<file path="config.mk">
export PLATFORM = sky130hd
export DESIGN_NAME = decoder_frame_sync
export DESIGN_NICKNAME = d
export VERILOG_FILES = /design/src/rtl/decoder_pkg.sv /design/src/rtl/decoder_position_counter.sv /design/src/rtl/decoder_frame_sync.sv
export SDC_FILE = /design/constraint.sdc
export NUM_CORES = 1
export LEC_CHECK = 0
export ABC_CLOCK_PERIOD_IN_PS = 6300
export CAP_MARGIN = 20
export CORE_MARGIN = 2
export CORE_UTILIZATION = 35
export DETAILED_ROUTE_END_ITERATION = 7
export SLEW_MARGIN = 0
export SYNTH_ARGS = -nofsm -noshare
export SYNTH_HDL_FRONTEND = slang
export SYNTH_HIERARCHICAL = 1
export SYNTH_SLANG_ARGS = --single-unit
</file>
<file path="constraint.sdc">
create_clock -name CLOCK_BMQ -period 6.3 [get_ports CLOCK_BMQ]
set_clock_uncertainty 0.15 [all_clocks]
set_input_delay 0.63 -clock CLOCK_BMQ [delete_from_list [all_inputs] [get_ports CLOCK_BMQ]]
set_output_delay 0.63 -clock CLOCK_BMQ [all_outputs]
set_load 0.01 [all_outputs]
</file>
<file path="src/rtl/decoder_pkg.sv">
// rtl/decoder_pkg.sv - shared types and constants for the BMQ receive frame synchroniser
package decoder_pkg;

    typedef enum logic [1:0] {
        HUNT   = 2'd0,
        VERIFY = 2'd1,
        LOCKED = 2'd2
    } dec_state_t;

    localparam int         BITS_PER_CHANNEL  = 8;
    localparam logic [6:0] CH_SYNC           = 7'd0;
    localparam logic [6:0] CH_FRAME_HI       = 7'd1;
    localparam logic [6:0] CH_FRAME_LO       = 7'd2;
    localparam logic [7:0] DEFAULT_SYNC_WORD = 8'hA5;

    // MSB-first deserialisation: the newest bit enters at the bottom
    function automatic logic [7:0] shift_in(input logic [7:0] sr, input logic b);
        return {sr[6:0], b};
    endfunction

endpackage

</file>
<file path="src/rtl/decoder_position_counter.sv">
// rtl/decoder_position_counter.sv - loadable channel/bit position counter for the receive frame
module decoder_position_counter
    import decoder_pkg::*;
#(
    parameter int CHANNELS = 128
) (
    input  logic       CLOCK_BMQ,
    input  logic       RESET_N,
    input  logic       enable,
    input  logic       load,
    input  logic       clear,
    output logic [6:0] channel,
    output logic [2:0] bit_idx,
    output logic       byte_done,
    output logic       sync_done
);

    // Position of the next bit to arrive: {channel, bit}, last bit of the frame wraps to (0, 0)
    localparam logic [2:0] LAST_BIT = 3'(BITS_PER_CHANNEL - 1);
    localparam logic [9:0] POS_LAST = {7'(CHANNELS - 1), LAST_BIT};

    logic [9:0] pos;

    assign channel   = pos[9:3];
    assign bit_idx   = pos[2:0];
    assign byte_done = enable && (bit_idx == LAST_BIT);
    assign sync_done = byte_done && (channel == CH_SYNC);

    // Load wins over clear, clear wins over counting; load lands just past a freshly found sync byte
    always_ff @(posedge CLOCK_BMQ or negedge RESET_N) begin
        if (!RESET_N) begin
            pos <= '0;
        end else if (load) begin
            pos <= {CH_FRAME_HI, 3'd0};
        end else if (clear) begin
            pos <= '0;
        end else if (enable) begin
            pos <= (pos == POS_LAST) ? '0 : pos + 10'd1;
        end
    end

endmodule

</file>
<file path="src/rtl/decoder_frame_sync.sv">
// rtl/decoder_frame_sync.sv - BMQ frame hunt/verify/lock and byte delivery; option DECODER_FRAME_CHECK_EN
module decoder_frame_sync
    import decoder_pkg::*;
#(
    parameter logic [7:0] SYNC_WORD   = DEFAULT_SYNC_WORD,
    parameter int         CHANNELS    = 128,
    parameter int         LOCK_FRAMES = 3,
    parameter int         LOSS_FRAMES = 2
) (
    input  logic        CLOCK_BMQ,
    input  logic        RESET_N,
    input  logic        Data_In,
    input  logic        Bit_Valid,
    output logic [7:0]  Byte_Data,
    output logic        Byte_Valid,
    output logic [6:0]  Counter_Channel,
    output logic [2:0]  Counter_Bits,
    output logic [15:0] Counter_Frame,
    output logic        Locked,
    output logic        Frame_Error
);

    dec_state_t state;
    logic [7:0] shift_reg;
    logic [7:0] byte_next;
    logic [7:0] frame_hi;
    logic [3:0] match_cnt;
    logic [3:0] miss_cnt;

    logic [6:0] channel;
    logic       byte_done;
    logic       sync_done;
    logic       sync_ok;
    logic       pos_enable;
    logic       hunt_hit;
    logic       verify_fail;
    logic       lock_loss;

    assign byte_next   = shift_in(shift_reg, Data_In);
    assign sync_ok     = (byte_next == SYNC_WORD);
    assign pos_enable  = Bit_Valid && (state != HUNT);
    assign hunt_hit    = (state == HUNT) && Bit_Valid && sync_ok;
    assign verify_fail = (state == VERIFY) && sync_done && !sync_ok;
    assign lock_loss   = (state == LOCKED) && sync_done && !sync_ok
                         && ((miss_cnt + 4'd1) >= 4'(LOSS_FRAMES));

    decoder_position_counter #(
        .CHANNELS (CHANNELS)
    ) u_position (
        .CLOCK_BMQ (CLOCK_BMQ),
        .RESET_N   (RESET_N),
        .enable    (pos_enable),
        .load      (hunt_hit),
        .clear     (verify_fail || lock_loss),
        .channel   (channel),
        .bit_idx   (Counter_Bits),
        .byte_done (byte_done),
        .sync_done (sync_done)
    );

    // Sync state machine, deserialiser and registered byte/frame outputs
    always_ff @(posedge CLOCK_BMQ or negedge RESET_N) begin
        if (!RESET_N) begin
            state           <= HUNT;
            shift_reg       <= '0;
            frame_hi        <= '0;
            match_cnt       <= '0;
            miss_cnt        <= '0;
            Byte_Data       <= '0;
            Byte_Valid      <= 1'b0;
            Counter_Channel <= '0;
            Counter_Frame   <= '0;
            Locked          <= 1'b0;
        end else begin
            Byte_Valid <= 1'b0;
            if (Bit_Valid) begin
                shift_reg <= byte_next;
            end
            case (state)
                HUNT: begin
                    if (hunt_hit) begin
                        state     <= VERIFY;
                        match_cnt <= 4'd1;
                    end
                end
                VERIFY: begin
                    if (sync_done) begin
                        if (sync_ok) begin
                            match_cnt <= match_cnt + 4'd1;
                            if ((match_cnt + 4'd1) >= 4'(LOCK_FRAMES)) begin
                                state    <= LOCKED;
                                Locked   <= 1'b1;
                                miss_cnt <= '0;
                            end
                        end else begin
                            // Shift register keeps its contents so hunting resumes on the live stream
                            state     <= HUNT;
                            match_cnt <= '0;
                        end
                    end
                end
                LOCKED: begin
                    if (byte_done) begin
                        // The byte is delivered even when this same bit drops lock
                        Byte_Valid      <= 1'b1;
                        Byte_Data       <= byte_next;
                        Counter_Channel <= channel;
                        if (channel == CH_FRAME_HI) begin
                            frame_hi <= byte_next;
                        end
                        if (channel == CH_FRAME_LO) begin
                            Counter_Frame <= {frame_hi, byte_next};
                        end
                        if (channel == CH_SYNC) begin
                            if (sync_ok) begin
                                miss_cnt <= '0;
                            end else if (lock_loss) begin
                                state     <= HUNT;
                                Locked    <= 1'b0;
                                miss_cnt  <= '0;
                                match_cnt <= '0;
                            end else begin
                                miss_cnt <= miss_cnt + 4'd1;
                            end
                        end
                    end
                end
                default: begin
                    state  <= HUNT;
                    Locked <= 1'b0;
                end
            endcase
        end
    end

`ifdef DECODER_FRAME_CHECK_EN
    logic [15:0] prev_frame;
    logic        prev_seeded;
    logic [15:0] frame_rx;
    logic        frame_lo_done;

    assign frame_rx      = {frame_hi, byte_next};
    assign frame_lo_done = (state == LOCKED) && byte_done && (channel == CH_FRAME_LO);

    // Frame-number continuity: the first frame after each lock only seeds the reference
    always_ff @(posedge CLOCK_BMQ or negedge RESET_N) begin
        if (!RESET_N) begin
            prev_frame  <= '0;
            prev_seeded <= 1'b0;
            Frame_Error <= 1'b0;
        end else begin
            Frame_Error <= 1'b0;
            if (state != LOCKED) begin
                prev_seeded <= 1'b0;
            end else if (frame_lo_done) begin
                Frame_Error <= prev_seeded && (frame_rx != (prev_frame + 16'd1));
                prev_frame  <= frame_rx;
                prev_seeded <= 1'b1;
            end
        end
    end
`else
    assign Frame_Error = 1'b0;
`endif

endmodule

</file>
After elaboration in Yosys (flattened, before gate mapping)
Index checks and enable logic that the tools add are counted.
Operators by class
  $add $sub $neg: 3
  multiplexer cells: 39
  reductions and logical operators: 25
  $lt $le $gt $ge: 2
  bitwise operators: 1
  eq/ne operators: 16
Operator list (count)
  4-bit two-way mux: 14
  10-bit two-way mux: 4
  2-bit two-way mux: 8
  7-bit AND reduction: 2
  4-bit case mux with 3 select lines: 1
  10-bit by 1-bit adder with 10-bit output, second input constant: 1
  10-bit equality test, second input constant: 1
  1-bit logical AND: 10
  2-bit != test, second input constant: 5
  1-bit two-way mux: 9
  4-bit by 1-bit adder with 4-bit output, second input constant: 2
  8-bit equality test, second input constant: 1
  4-bit by 2-bit >= comparator with 1-bit output, second input constant: 2
  4-bit case mux with 2 select lines: 1
  8-bit AND reduction: 1
  7-bit by 1-bit equality test with 1-bit output, second input constant: 1
  7-bit by 2-bit equality test with 1-bit output, second input constant: 1
  7-bit logical NOT: 1
  2-bit by 1-bit != test with 1-bit output, second input constant: 3
  2-bit case mux with 3 select lines: 1
  3-bit AND reduction: 2
  6-bit AND reduction: 1
  3-bit nonzero test: 2
  2-bit nonzero test: 2
  other kinds (10): 10
Storage, ports and cells
  output and inout bits: 37
  word-level logic and storage cells: 97
  bits in registers: 68

Depth between registers and ports, before layout
Gate-level depths: netlist of the first run.
  depth in word-level cells: 12
  mapped depth: 13

Hierarchy
Netlist of the first run, hierarchy kept.
By module, submodules not included
  decoder_frame_sync: times used 1, area each 2662.6 um^2, sequential area each 1451.4 um^2, cells each 200
  decoder_position_counter: times used 1, area each 666.9 um^2, sequential area each 250.2 um^2, cells each 70

Worst setup path before layout of the first run
No wires, ideal clock.
  path type: input-to-reg
  start: input port Bit_Valid
  end: register miss_cnt[1]
  setup slack: 2939 ps
  path buffers: 2
  required time: 6025 ps
  setup time: 125 ps
  stages on the path: 9
  data arrival time: 3087 ps
  path through: clkbuf_1 -> nor2b_1 -> buf_4 -> and2_1 -> or4b_4 -> o41ai_4 -> nand3_2 -> a21oi_2 -> mux2_2
On the way
  cells in the longest elaborated chain, start to end: 11
Ends and longest elaborated chain
  from (decl): line decoder_frame_sync.sv:13  | input logic Bit_Valid,
  1-bit logical AND (*): line decoder_frame_sync.sv:41  | assign pos_enable = Bit_Valid && (state != HUNT);
  via pos_enable: line decoder_frame_sync.sv:34  | logic pos_enable;
  1-bit logical AND (*): line decoder_position_counter.sv:26  | assign byte_done = enable && (bit_idx == LAST_BIT);
  via byte_done: line decoder_frame_sync.sv:31  | logic byte_done;
  1-bit logical AND: line decoder_position_counter.sv:27  | assign sync_done = byte_done && (channel == CH_SYNC);
  1-bit logical AND (2 in series): line decoder_frame_sync.sv:44  | assign lock_loss = (state == LOCKED) && sync_done && !sync_ok
  1-bit logical AND: line decoder_frame_sync.sv:45  | && ((miss_cnt + 4'd1) >= 4'(LOSS_FRAMES));
  4-bit two-way mux: line decoder_frame_sync.sv:117  | end else if (lock_loss) begin
  4-bit two-way mux: line decoder_frame_sync.sv:115  | if (sync_ok) begin
  4-bit two-way mux: line decoder_frame_sync.sv:114  | if (channel == CH_SYNC) begin
  4-bit two-way mux: line decoder_frame_sync.sv:103  | if (byte_done) begin
  4-bit case mux with 2 select lines: line decoder_frame_sync.sv:79  | case (state)
  to (signal assigned): line decoder_frame_sync.sv:123  | miss_cnt <= miss_cnt + 4'd1;
  to (decl): line decoder_frame_sync.sv:28  | logic [3:0] miss_cnt;
The timed path passes the listed nets; every way through them passes the cells marked *. The select of a mux whose other input is x is not followed.
A chain may end at the register's enable or synchronous reset.

Final worst setup path of the first run
  start: input port Bit_Valid
  end: register Counter_Frame[14]
On the way
  cells in the longest elaborated chain, start to end: 3
Ends and longest elaborated chain
  1-bit logical AND: line decoder_frame_sync.sv:41
  via pos_enable: line decoder_frame_sync.sv:34
  1-bit logical AND: line decoder_position_counter.sv:26
  via byte_done: line decoder_frame_sync.sv:31
  3-bit AND reduction (no source line)
  to (signal assigned): line decoder_frame_sync.sv:112  | Counter_Frame <= {frame_hi, byte_next};
  to (decl): line decoder_frame_sync.sv:18  | output logic [15:0] Counter_Frame,
The timed path passes the listed nets, and every way through them passes these cells.

==> results of run 1 <==
-- stage by stage --
| step | hold slack [ns] | std cells | utilization, % |
|---|---|---|---|
| after CTS | 0.327 | 446 | 43.5 |
| after global routing | 0.363 | 446 | 43.5 |
| after detailed placement | 0.323 | 430 | 41.4 |
| final | 0.316 | 446 | 43.5 |
| after global placement | 0.313 | 430 | 41.4 |
| after floorplan | 0.184 | 270 | - |
-- report_power, final --
part / internal [mW] / switching (mW)
clock network: 0.156 / 0.177
registers: 0.464 / 0.0490
logic: 0.0703 / 0.0786
-- cell type report --
class / count / area [µm²]
flip-flops and latches: 68 / 1700
repair buffers: 41 / 400
multi-input cells: 181 / 1530
fillers: 854 / 5230
clock inverters: 6 / 47.5
clock buffers: 10 / 138
well taps: 129 / 161
inverters: 11 / 41.3
-- cells by family (layout without fill, tap and decap cells) --
kind of cell | count (synthesis) | in the layout | share of synthesized area, %
AO/OA/AOI/OAI | 43 | 43 | 10.6
flip-flops | 68 | 68 | 51.1
other | 1 | 1 | 0.113
AND/OR/NAND/NOR | 77 | 77 | 14.6
XOR/XNOR | 2 | 2 | 0.526
buffers and inverters | 21 | 68 | 3.08
multiplexers | 48 | 48 | 16.2
adder cells (fa/ha/maj) | 10 | 10 | 3.76
-- synthesized netlist by cell type, drive strengths merged (3+ instances only) --
cell,instances,area (µm²)
a21oi,7,38.8
and2,3,18.8
buf,7,50.0
clkbuf,3,11.3
dfrtp,68,1700
ha,10,125
inv,10,37.5
mux2,48,541
nand2,13,48.8
nand3,12,75.1
nand3b,4,30.0
nand4,6,43.8
nor2,8,30.0
nor2b,4,25.0
nor3,5,35.0
nor4,3,18.8
o211ai,3,22.5
o21ai,9,52.6
o41ai,3,52.6
or4b,4,43.8
-- final timing paths --
path / from / end / cells past startpoint
worst max-delay path: Bit_Valid / Counter_Frame[14]$_DFFE_PN0P_ / 8
min in group CLOCK_BMQ: frame_hi[3]$_DFFE_PN0P_ / Counter_Frame[11]$_DFFE_PN0P_ / 1
worst max register to register: state[0]$_DFFE_PN0P_ / Counter_Frame[14]$_DFFE_PN0P_ / 9
max in group asynchronous: RESET_N / Byte_Data[4]$_DFFE_PN0P_ / 2
worst min register to register: frame_hi[3]$_DFFE_PN0P_ / Counter_Frame[11]$_DFFE_PN0P_ / 1
worst min-delay path: RESET_N / Counter_Frame[8]$_DFFE_PN0P_ / 2
-- layer usage --
layer / part of all wire (%) / wire (µm) / global-route usage [%]
met4: 1.6 / 102 / 6.76
met5: 0 / 0 / 0
met3: 3.2 / 203 / 2.76
met1: 47 / 3000 / 17.5
met2: 48 / 3040 / 20.4
==> metrics.md, run 1 <==
| Metric | Value |
|---|---|
| Post-synthesis cell type count | 62 |
| RSZ-0062 raised after global routing | no |
| Clock sink count | 68 |
| Fin crit share | between 50% and 60% |
| Worst path max stage delay | between 0.7 and 0.8 ns |
| Max clock buf depth | 2 |
| H-tree depth | 3 |
| First-pass GRT wire length | around 11 mm |
| Number of synthesized flops with an enable pin | 0 |
| Num CTS Buffers | 9 |
| CTS tree | built |
| DR pass1 iterations | 4 |
| Clock-pin slew on the worst setup and hold paths | 0.08 ns |
| CP cell instances | clkdlybuf4s50_1, nor2b_1, buf_4, and2_1, nand2_1, clkinv_1, nand4b_1, mux2_1 |
| Setup TNS | 0 ns |
| Root Buffer | clkbuf_8 |
| Total GRT Usage | approximately an eighth |
| Status | complete, no violations |
| Largest delay contributor family on the critical path | simple AND/OR/NAND/NOR gates |
| Vias | ~2300 |
| Synth async-reset ratio | 100% |
| Die ar. | 0.0103 mm² |
| Starting Density | between 30% and 40% |
| Post-route cell area | 0.00402 mm² |
| Die Ht | 102 µm |
| WL final | about 6.3 mm |
| Rows | 35 |
| Count of final setup violators | 0 |
| Max-cap violations | 0 |
| Largest Register | Counter_Frame |
| DRT antenna net count | 0 |
| Main synth FF type | dfrtp_1 |
| CP bufs+invs | 3 |
| Leak | ~1.8 nW |
| DP HPWL | about 4.4 mm |
| CP arrival | 3.82 ns |
| Total Power | 994 µW |
| Placer Congestion | 0.739 |
| Core area | around 0.009 mm² |
| Synthesis warning total | 6 |
| Post-synthesis sequential area ratio | 51.1% |
| Net count after synthesis | 284 |
| Synth Cell Area | 0.00333 mm² |
| 1st-iter DRT viols | 60 |
| Post-CTS Setup Inserts | 0 |
| R2R Setup Slk | 2.87 ns |
| PwrDens | 248 mW/mm² |
| Final net count | 326 |
| GRT overflow | 0 |
| Die X | 102 µm |
| Max-Slew Margin vs Limit | a little over two fifths |
| Crit-path slowest cell | clkdlybuf4s50_1 |
| Final Max Slew Viols | 0 |
| Yosys reg bits | 68 |
| CP Max Fanout | 16 |
| Top flop regs | Counter_Frame x16, u_position/pos x10 |
| Largest net degree at the start of global routing | 69 |
| CP endpoint kind | register |
| Commonest non-fill, non-tap cells in the layout | dfrtp_1 (68), mux2_2 (44), clkdlybuf4s50_1 (38) |
| Clock latency on the worst-skew pair | around 0.34 ns |
| Slew @ Worst Pin | approximately 0.84 ns |
| Max reg flops | 16 |
| P&R area growth vs syn | 20.6% |
| Post-layout min period | 3.75 ns |
| Number of remaining DRC errors | 0 |
| Critical Path Start Type | primary input |
| Final worst slack | 2.55 ns |
| Layout cells sized above 1 | between 20% and 30% |
| Dpl cell area | roughly 0.0038 mm² |
| Dpl ws | around 2.1 ns |
| Worst Hold Class | in2async |
| Io pins | 41 |
| Final hold vios | 0 |
| Vias per Instance | 5.13 |
| Most common cell after layout, fill and taps aside | dfrtp_1 |
| Post-DR wirelength/cell | between 10 and 15 µm |
| Initial antenna violation count | 0 |
| Resized cells post-CTS | 0 |
| Critical path required time | 6.37 ns |
| Worst VDD drop | 0.0846 mV |
| Syn_area_per_cell | between 10 and 15 µm² |
| CTS Hold Buffers Added | 0 |
| N_diodes | 0 |
| Critical path class | in2reg |
| I/O Buffers | 39 |
| Mapped Cells | 270 |
| Max Freq | 267 MHz |
| Vias in the first global route | ~2200 |
Note: power is estimated with default switching activity, not from simulation.
==> run 2, diff against run 1 <==
ABC_CLOCK_PERIOD_IN_PS = 3000   (was 6300)
clock period = 3 ns   (was 6.3 ns; I/O delays follow)
==> run 2 against run 1 <==
Routed wire length grew 5.6%; setup slack lost 2.4 ns; non-clock buffer count up 14; combinational power grew to 2.5 times the previous value; count of clock-buffer cells in the layout fell by 1; critical endpoint is now match_cnt[2]$_DFFE_PN0P_.
==> metrics.md, run 2 (same netlist as run 1, synthesis figures left out) <==
| Metric | Value |
|---|---|
| Root Buffer | clkbuf_8 (unchanged) |
| Max reg flops | 16 (unchanged) |
| DRT antenna net count | 0 (unchanged) |
| N_diodes | 0 (unchanged) |
| Worst Hold End | Counter_Frame[11]$_DFFE_PN0P_ |
| Largest Register | Counter_Frame (unchanged) |
| Dpl ws | -0.0109 ns (was 2.14 ns) |
| Critical Path Start Type | register (was primary input) |
| Hold Path Cell Cnt | 1 |
| Max-Slew Margin vs Limit | 58.9% (was 43.4%) |
| Max clock buf depth | 2 (unchanged) |
| Final hold vios | 0 (unchanged) |
| Starting Density | 36.0% (unchanged) |
| Reg2reg end | match_cnt[2]$_DFFE_PN0P_ (was Counter_Frame[14]$_DFFE_PN0P_) |
| Worst VDD drop | 0.214 mV (was 0.0846 mV) |
| Final worst slack | 0.186 ns (was 2.55 ns) |
| 1st-iter DRT viols | 155 (was 60) |
| Die ar. | 0.0103 mm² (unchanged) |
| CP Max Fanout | 8 (was 16) |
| Worst Hold Class | reg2reg (was in2async) |
| Clock-pin slew on the worst setup and hold paths | 0.07 ns (was 0.08 ns) |
| Final net count | 340 (was 326) |
| Max Freq | 355 MHz |
| R2R Setup Slk | 0.19 ns (was 2.87 ns) |
| CP arrival | 2.89 ns (was 3.82 ns) |
| GRT overflow | 0 (unchanged) |
| WL final | 6.70 mm (was 6.34 mm) |
| Die X | 102 µm (unchanged) |
| Critical path required time | 3.08 ns (was 6.37 ns) |
| Largest net degree at the start of global routing | 45 (was 69) |
| Clock latency on the worst-skew pair | 0.34 ns (about the same) |
| DR pass1 iterations | 4 (unchanged) |
| P&R area growth vs syn | 25.3% (was 20.6%) |
| Vias | 2367 (was 2290) |
| Max-cap violations | 0 (unchanged) |
| FF-to-FF Start | state[0]$_DFFE_PN0P_ (unchanged) |
| Critical path class | reg2reg (was in2reg) |
| Layout cells sized above 1 | 27.9% (was 24.6%) |
| I/O Buffers | 39 (unchanged) |
| Post-DR wirelength/cell | 14.6 µm (was 14.2 µm) |
| Die Ht | 102 µm (unchanged) |
| Rows | 35 (unchanged) |
| Placed cells | 443 (was 430) |
| Core area | 0.00924 mm² (unchanged) |
| Vias in the first global route | 2386 (was 2185) |
| Io pins | 41 (unchanged) |
| First-pass GRT wire length | 11.7 mm (was 10.7 mm) |
| Worst Reg-to-Reg Cells | 11 (was 9) |
| Count of final setup violators | 0 (unchanged) |
| Fin Hold WS | 0.334 ns (was 0.316 ns) |
| Slew @ Worst Pin | 0.617 ns (was 0.844 ns) |
| Post-layout min period | 2.81 ns |
| Most common cell after layout, fill and taps aside | dfrtp_1 (unchanged) |
| Num CTS Buffers | 9 (unchanged) |
| DP HPWL | 4.70 mm (was 4.45 mm) |
| Leak | 1.86 nW (was 1.78 nW) |
| CP endpoint kind | register (unchanged) |
| Status | complete, no violations (unchanged) |
| Initial antenna violation count | 0 (unchanged) |
| Commonest non-fill, non-tap cells in the layout | dfrtp_1 (68), mux2_2 (44), clkdlybuf4s50_1 (38) (unchanged) |
| Fin crit share | between 90 and 100% |
| Final non-filler cell total | 459 (was 446) |
| Number of remaining DRC errors | 0 (unchanged) |
| Worst hold path startpoint | frame_hi[3]$_DFFE_PN0P_ |
| Top flop regs | Counter_Frame x16, u_position/pos x10 (unchanged) |
| CTS tree | built (unchanged) |
| H-tree depth | 3 (unchanged) |
| Vias per Instance | 5.16 (was 5.13) |
| Total GRT Usage | 14.4% (was 13.2%) |
| Placer Congestion | 0.797 (was 0.739) |
| PwrDens | 539 mW/mm² (was 248 mW/mm²) |
| Final Max Slew Viols | 0 (unchanged) |
| Clock sink count | 68 (unchanged) |
[run 2: critical path: stages (launching register included)]
cell and delay (ns):
dfrtp_1 0.38, inv_1 0.09, ha_1 0.22, nor2b_2 0.12, and2_1 0.16, nand2_1 0.07, nor4_2 0.25, inv_1 0.12
a21oi_1 0.13, a2bb2oi_1 0.32, nand4_2 0.29, o41ai_1 0.38
[run 2: layout make-up]
cell class,instances,area [µm²]
timing repair buffer,55,520
clock inverter,6,90.1
clock buffer,9,124
inverter,11,41.3
tap,129,161
fill,898,5070
multi-input combinational,181,1530
sequential,68,1700
[run 2: report_power, final]
group          internal, mW  leakage, nW  switching [mW]
registers             0.975        0.917          0.0788
clock network         0.463       0.0936           0.359
logic                 0.176        0.850           0.199
[run 2: what timing repair did]
| action | CTS | global route |
|---|---|---|
| hold buffers | 1 | 0 |
| setup buffers | 0 | 0 |
| endpoints found under the setup margin | 0 | 8 |
| endpoints found under the hold margin | 24 | 0 |
| resized for setup | 0 | 1 |
[run 2: metrics by stage]
stage                     utilization [%]  instance area [µm²]  TNS, ns  power, mW
after floorplan                         -                 3330        0       1.29
after global placement               42.7                 3940        0       1.44
after detailed placement             42.7                 3940  -0.0187       1.45
after CTS                            45.1                 4170        0       2.29
after global routing                 45.2                 4170  -0.0228       2.39
final                                45.2                 4170        0       2.25
[run 2: routing by layer]
layer | wire length (µm) | up-vias | track usage [%] | share of wire (%)
li1 | - | 1114 | - | -
met4 | 71 | 0 | 4.37 | 1.1
met1 | 3320 | 1211 | 19.8 | 50
met2 | 3110 | 36 | 22.3 | 46
met3 | 202 | 6 | 3.80 | 3.0
met5 | 0 | - | 0 | 0
[run 2: how the worst max path moves through the flow]
stage / depth (start not counted) / end / slack (ns) / startpoint
CTS: 9 / miss_cnt[1]$_DFFE_PN0P_ / 0.13 / state[0]$_DFFE_PN0P_
floorplan: 10 / miss_cnt[1]$_DFFE_PN0P_ / 0.03 / state[0]$_DFFE_PN0P_
global route: 11 / match_cnt[2]$_DFFE_PN0P_ / -0.02 / state[0]$_DFFE_PN0P_
detailed placement: 8 / miss_cnt[1]$_DFFE_PN0P_ / -0.01 / Bit_Valid
finish: 11 / match_cnt[2]$_DFFE_PN0P_ / 0.19 / state[0]$_DFFE_PN0P_
global placement: 8 / miss_cnt[1]$_DFFE_PN0P_ / 0.03 / Bit_Valid
==> run 3, diff against run 2 <==
--- a/config.mk
+++ b/config.mk
@@ -12,2 +12,3 @@
 export DETAILED_ROUTE_END_ITERATION = 7
+export SKIP_LAST_GASP = 1
 export SLEW_MARGIN = 0
--- a/constraint.sdc
+++ b/constraint.sdc
@@ -4,2 +4,2 @@
 set_output_delay 0.3 -clock CLOCK_BMQ [all_outputs]
-set_load 0.01 [all_outputs]
+set_load 0.05 [all_outputs]
==> run 3 against run 2 <==
Via count shrank 1.5%; setup slack gained 0.039 ns; register-to-register slack gained 0.04 ns; non-clock buffer count up 1; global-route usage is 0.13 points higher; clock power grew 4.1%; largest cell class unchanged; die area is the same; first-iteration DRC count is 27% lower; sequential power about the same; critical path depth shrank 2; combinational power up 18%.
==> metrics.md, run 3 (same netlist as run 1, synthesis figures left out) <==
| Metric | Value |
|---|---|
| Status | complete, no violations (unchanged) |
| DR pass1 iterations | 4 (unchanged) |
| Max-Slew Margin vs Limit | 60.7% (was 58.9%) |
| Critical path required time | 3.09 ns (was 3.08 ns) |
| Root Buffer | clkbuf_8 (unchanged) |
| Critical path class | reg2reg (unchanged) |
| Worst path max stage delay | 0.48 ns (was 0.38 ns) |
| Clock-pin slew on the worst setup and hold paths | 0.07 ns (about the same) |
| Rows | 35 (unchanged) |
| Vias | 2331 (was 2367) |
| H-tree depth | 3 (unchanged) |
| Final hold vios | 0 (unchanged) |
| Most common cell after layout, fill and taps aside | dfrtp_1 (unchanged) |
| Clock latency on the worst-skew pair | 0.35 ns (was 0.34 ns) |
| Post-DR wirelength/cell | 14.8 µm (was 14.6 µm) |
| 1st-iter DRT viols | 113 (was 155) |
| CP endpoint kind | register (unchanged) |
| Crit-path slowest cell | or4b_4 (was dfrtp_1) |
| Placer Congestion | 0.829 (was 0.797) |
| Post-CTS Setup Inserts | 0 (unchanged) |
| Die X | 102 µm (unchanged) |
| Starting Density | 36.0% (unchanged) |
| GRT overflow | 0 (unchanged) |
| Layout cells sized above 1 | 29.0% (was 27.9%) |
| Clock sink count | 68 (unchanged) |
| R2R Setup Slk | 0.23 ns (was 0.19 ns) |
| Max-cap violations | 0 (unchanged) |
| PwrDens | 561 mW/mm² (was 539 mW/mm²) |
| First-pass GRT wire length | 11.7 mm (about the same) |
| DRT antenna net count | 0 (unchanged) |
| Final Max Slew Viols | 0 (unchanged) |
| CTS tree | built (unchanged) |
| CP bufs+invs | 1 (was 2) |
| Final non-filler cell total | 460 (was 459) |
| Max clock buf depth | 2 (unchanged) |
| Die ar. | 0.0103 mm² (unchanged) |
| # fillers | 847 (was 898) |
| Largest Register | Counter_Frame (unchanged) |
| Commonest non-fill, non-tap cells in the layout | dfrtp_1 (66), mux2_2 (44), clkdlybuf4s50_1 (38) (was dfrtp_1 (68), mux2_2 (44), clkdlybuf4s50_1 (38)) |
| N_diodes | 0 (unchanged) |
| Fin Hold WS | 0.330 ns (was 0.334 ns) |
| Num CTS Buffers | 9 (unchanged) |
| CP arrival | 2.86 ns (was 2.89 ns) |
| Total GRT Usage | 14.5% (was 14.4%) |
| Fin crit share | 92.5% (was 93.8%) |
| Die Ht | 102 µm (unchanged) |
| CP cell instances | inv_1, ha_1, nor2b_2, and2_1, or4b_4, o41ai_4, nand3_2, a21oi_2, mux2_2 (was inv_1, ha_1, nor2b_2, and2_1, nand2_1, nor4_2, inv_1, a21oi_1, a2bb2oi_1, nand4_2, o41ai_1) |
| Largest delay contributor family on the critical path | simple AND/OR/NAND/NOR gates (unchanged) |
| Worst Reg-to-Reg Cells | 9 (was 11) |
| Critical Path Start Type | register (unchanged) |
| Max Freq | 360 MHz (was 355 MHz) |
| Final net count | 341 (was 340) |
| Vias per Instance | 5.07 (was 5.16) |
| Initial antenna violation count | 0 (unchanged) |
| Leak | 1.88 nW (was 1.86 nW) |
| Largest net degree at the start of global routing | 30 (was 45) |
| Vias in the first global route | 2309 (was 2386) |
| Top flop regs | Counter_Frame x16, u_position/pos x10 (unchanged) |
| Number of remaining DRC errors | 0 (unchanged) |
| Worst VDD drop | 0.196 mV (was 0.214 mV) |
| WL final | 6.82 mm (was 6.70 mm) |
| Placed cells | 444 (was 443) |
| Post-layout min period | 2.77 ns (was 2.81 ns) |
| Max reg flops | 16 (unchanged) |
| Count of final setup violators | 0 (unchanged) |
| I/O Buffers | 39 (unchanged) |
| CP Max Fanout | 4 (was 8) |
| Slew @ Worst Pin | 0.589 ns (was 0.617 ns) |
| RSZ-0062 raised after global routing | yes |
| Core area | 0.00924 mm² (unchanged) |
| Io pins | 41 (unchanged) |
| DP HPWL | 4.90 mm (was 4.70 mm) |
| Worst Hold Class | in2async (was reg2reg) |
| Crit path depth | 9 (was 11) |
| P&R area growth vs syn | 26.1% (was 25.3%) |
-- run 3: changes by cell type in the layout (fill, tap and decap cells not counted) --
cell        change
clkbuf_8        +2
clkinvlp_4      -3
clkinv_2        +1
a2bb2oi_1       -1
dfrtp_2         +2
dfrtp_1         -2
buf_4           +1
a2bb2oi_2       +1
-- run 3: report_power, final --
group          internal [mW]  switching, mW
clock network          0.507          0.348
logic                  0.176          0.264
registers              0.978         0.0811
-- run 3: cell type report --
type | count | area (µm²) | area share, %
multi-input cells | 181 | 1540 | 36.7
clock inverters | 4 | 72.6 | 1.73
flip-flops and latches | 68 | 1700 | 40.6
clock buffers | 11 | 151 | 3.61
well taps | 129 | 161 | 3.84
repair buffers | 56 | 528 | 12.6
inverters | 11 | 41.3 | 0.983
-- run 3: routing by layer --
metal	GRT usage, %	wire length [µm]
met5	0	0
met1	19.5	3290
met4	5.30	69
met2	22.5	3230
met3	4.14	237
-- run 3: stage by stage --
| stage | cell area (µm²) | power (mW) | setup TNS, ns | utilization [%] | worst slack (ns) |
|---|---|---|---|---|---|
| after global routing | 4200 | 2.48 | -0.0149 | 45.4 | -0.0149 |
| after detailed placement | 3950 | 1.52 | -0.0492 | 42.8 | -0.0428 |
| after CTS | 4190 | 2.38 | 0 | 45.3 | 0.105 |
| final | 4200 | 2.36 | 0 | 45.4 | 0.226 |
| after global placement | 3950 | 1.51 | 0 | 42.8 | 0.0310 |
| after floorplan | 3330 | 1.36 | 0 | - | 0.0281 |
-- run 3: worst reg2reg max path: stages, from the launching register on --
cell,delay [ns]
dfrtp_1,0.38
inv_1,0.09
ha_1,0.23
nor2b_2,0.13
and2_1,0.16
or4b_4,0.48
o41ai_4,0.34
nand3_2,0.16
a21oi_2,0.20
mux2_2,0.35
-- run 3: final timing paths --
path / startpoint / endpoint
max: state[0]$_DFFE_PN0P_ / miss_cnt[1]$_DFFE_PN0P_
min: RESET_N / Counter_Frame[9]$_DFFE_PN0P_
max reg2reg: state[0]$_DFFE_PN0P_ / miss_cnt[1]$_DFFE_PN0P_
min reg2reg: frame_hi[6]$_DFFE_PN0P_ / Counter_Frame[14]$_DFFE_PN0P_
max in group asynchronous: RESET_N / Locked$_DFFE_PN0P_
min in group CLOCK_BMQ: frame_hi[6]$_DFFE_PN0P_ / Counter_Frame[14]$_DFFE_PN0P_
-- run 3: what timing repair did --
action                     CTS  global route
hold endpoints to repair    21             0
resized for setup            0             2
setup endpoints to repair    0            10
hold buffers                 1             0
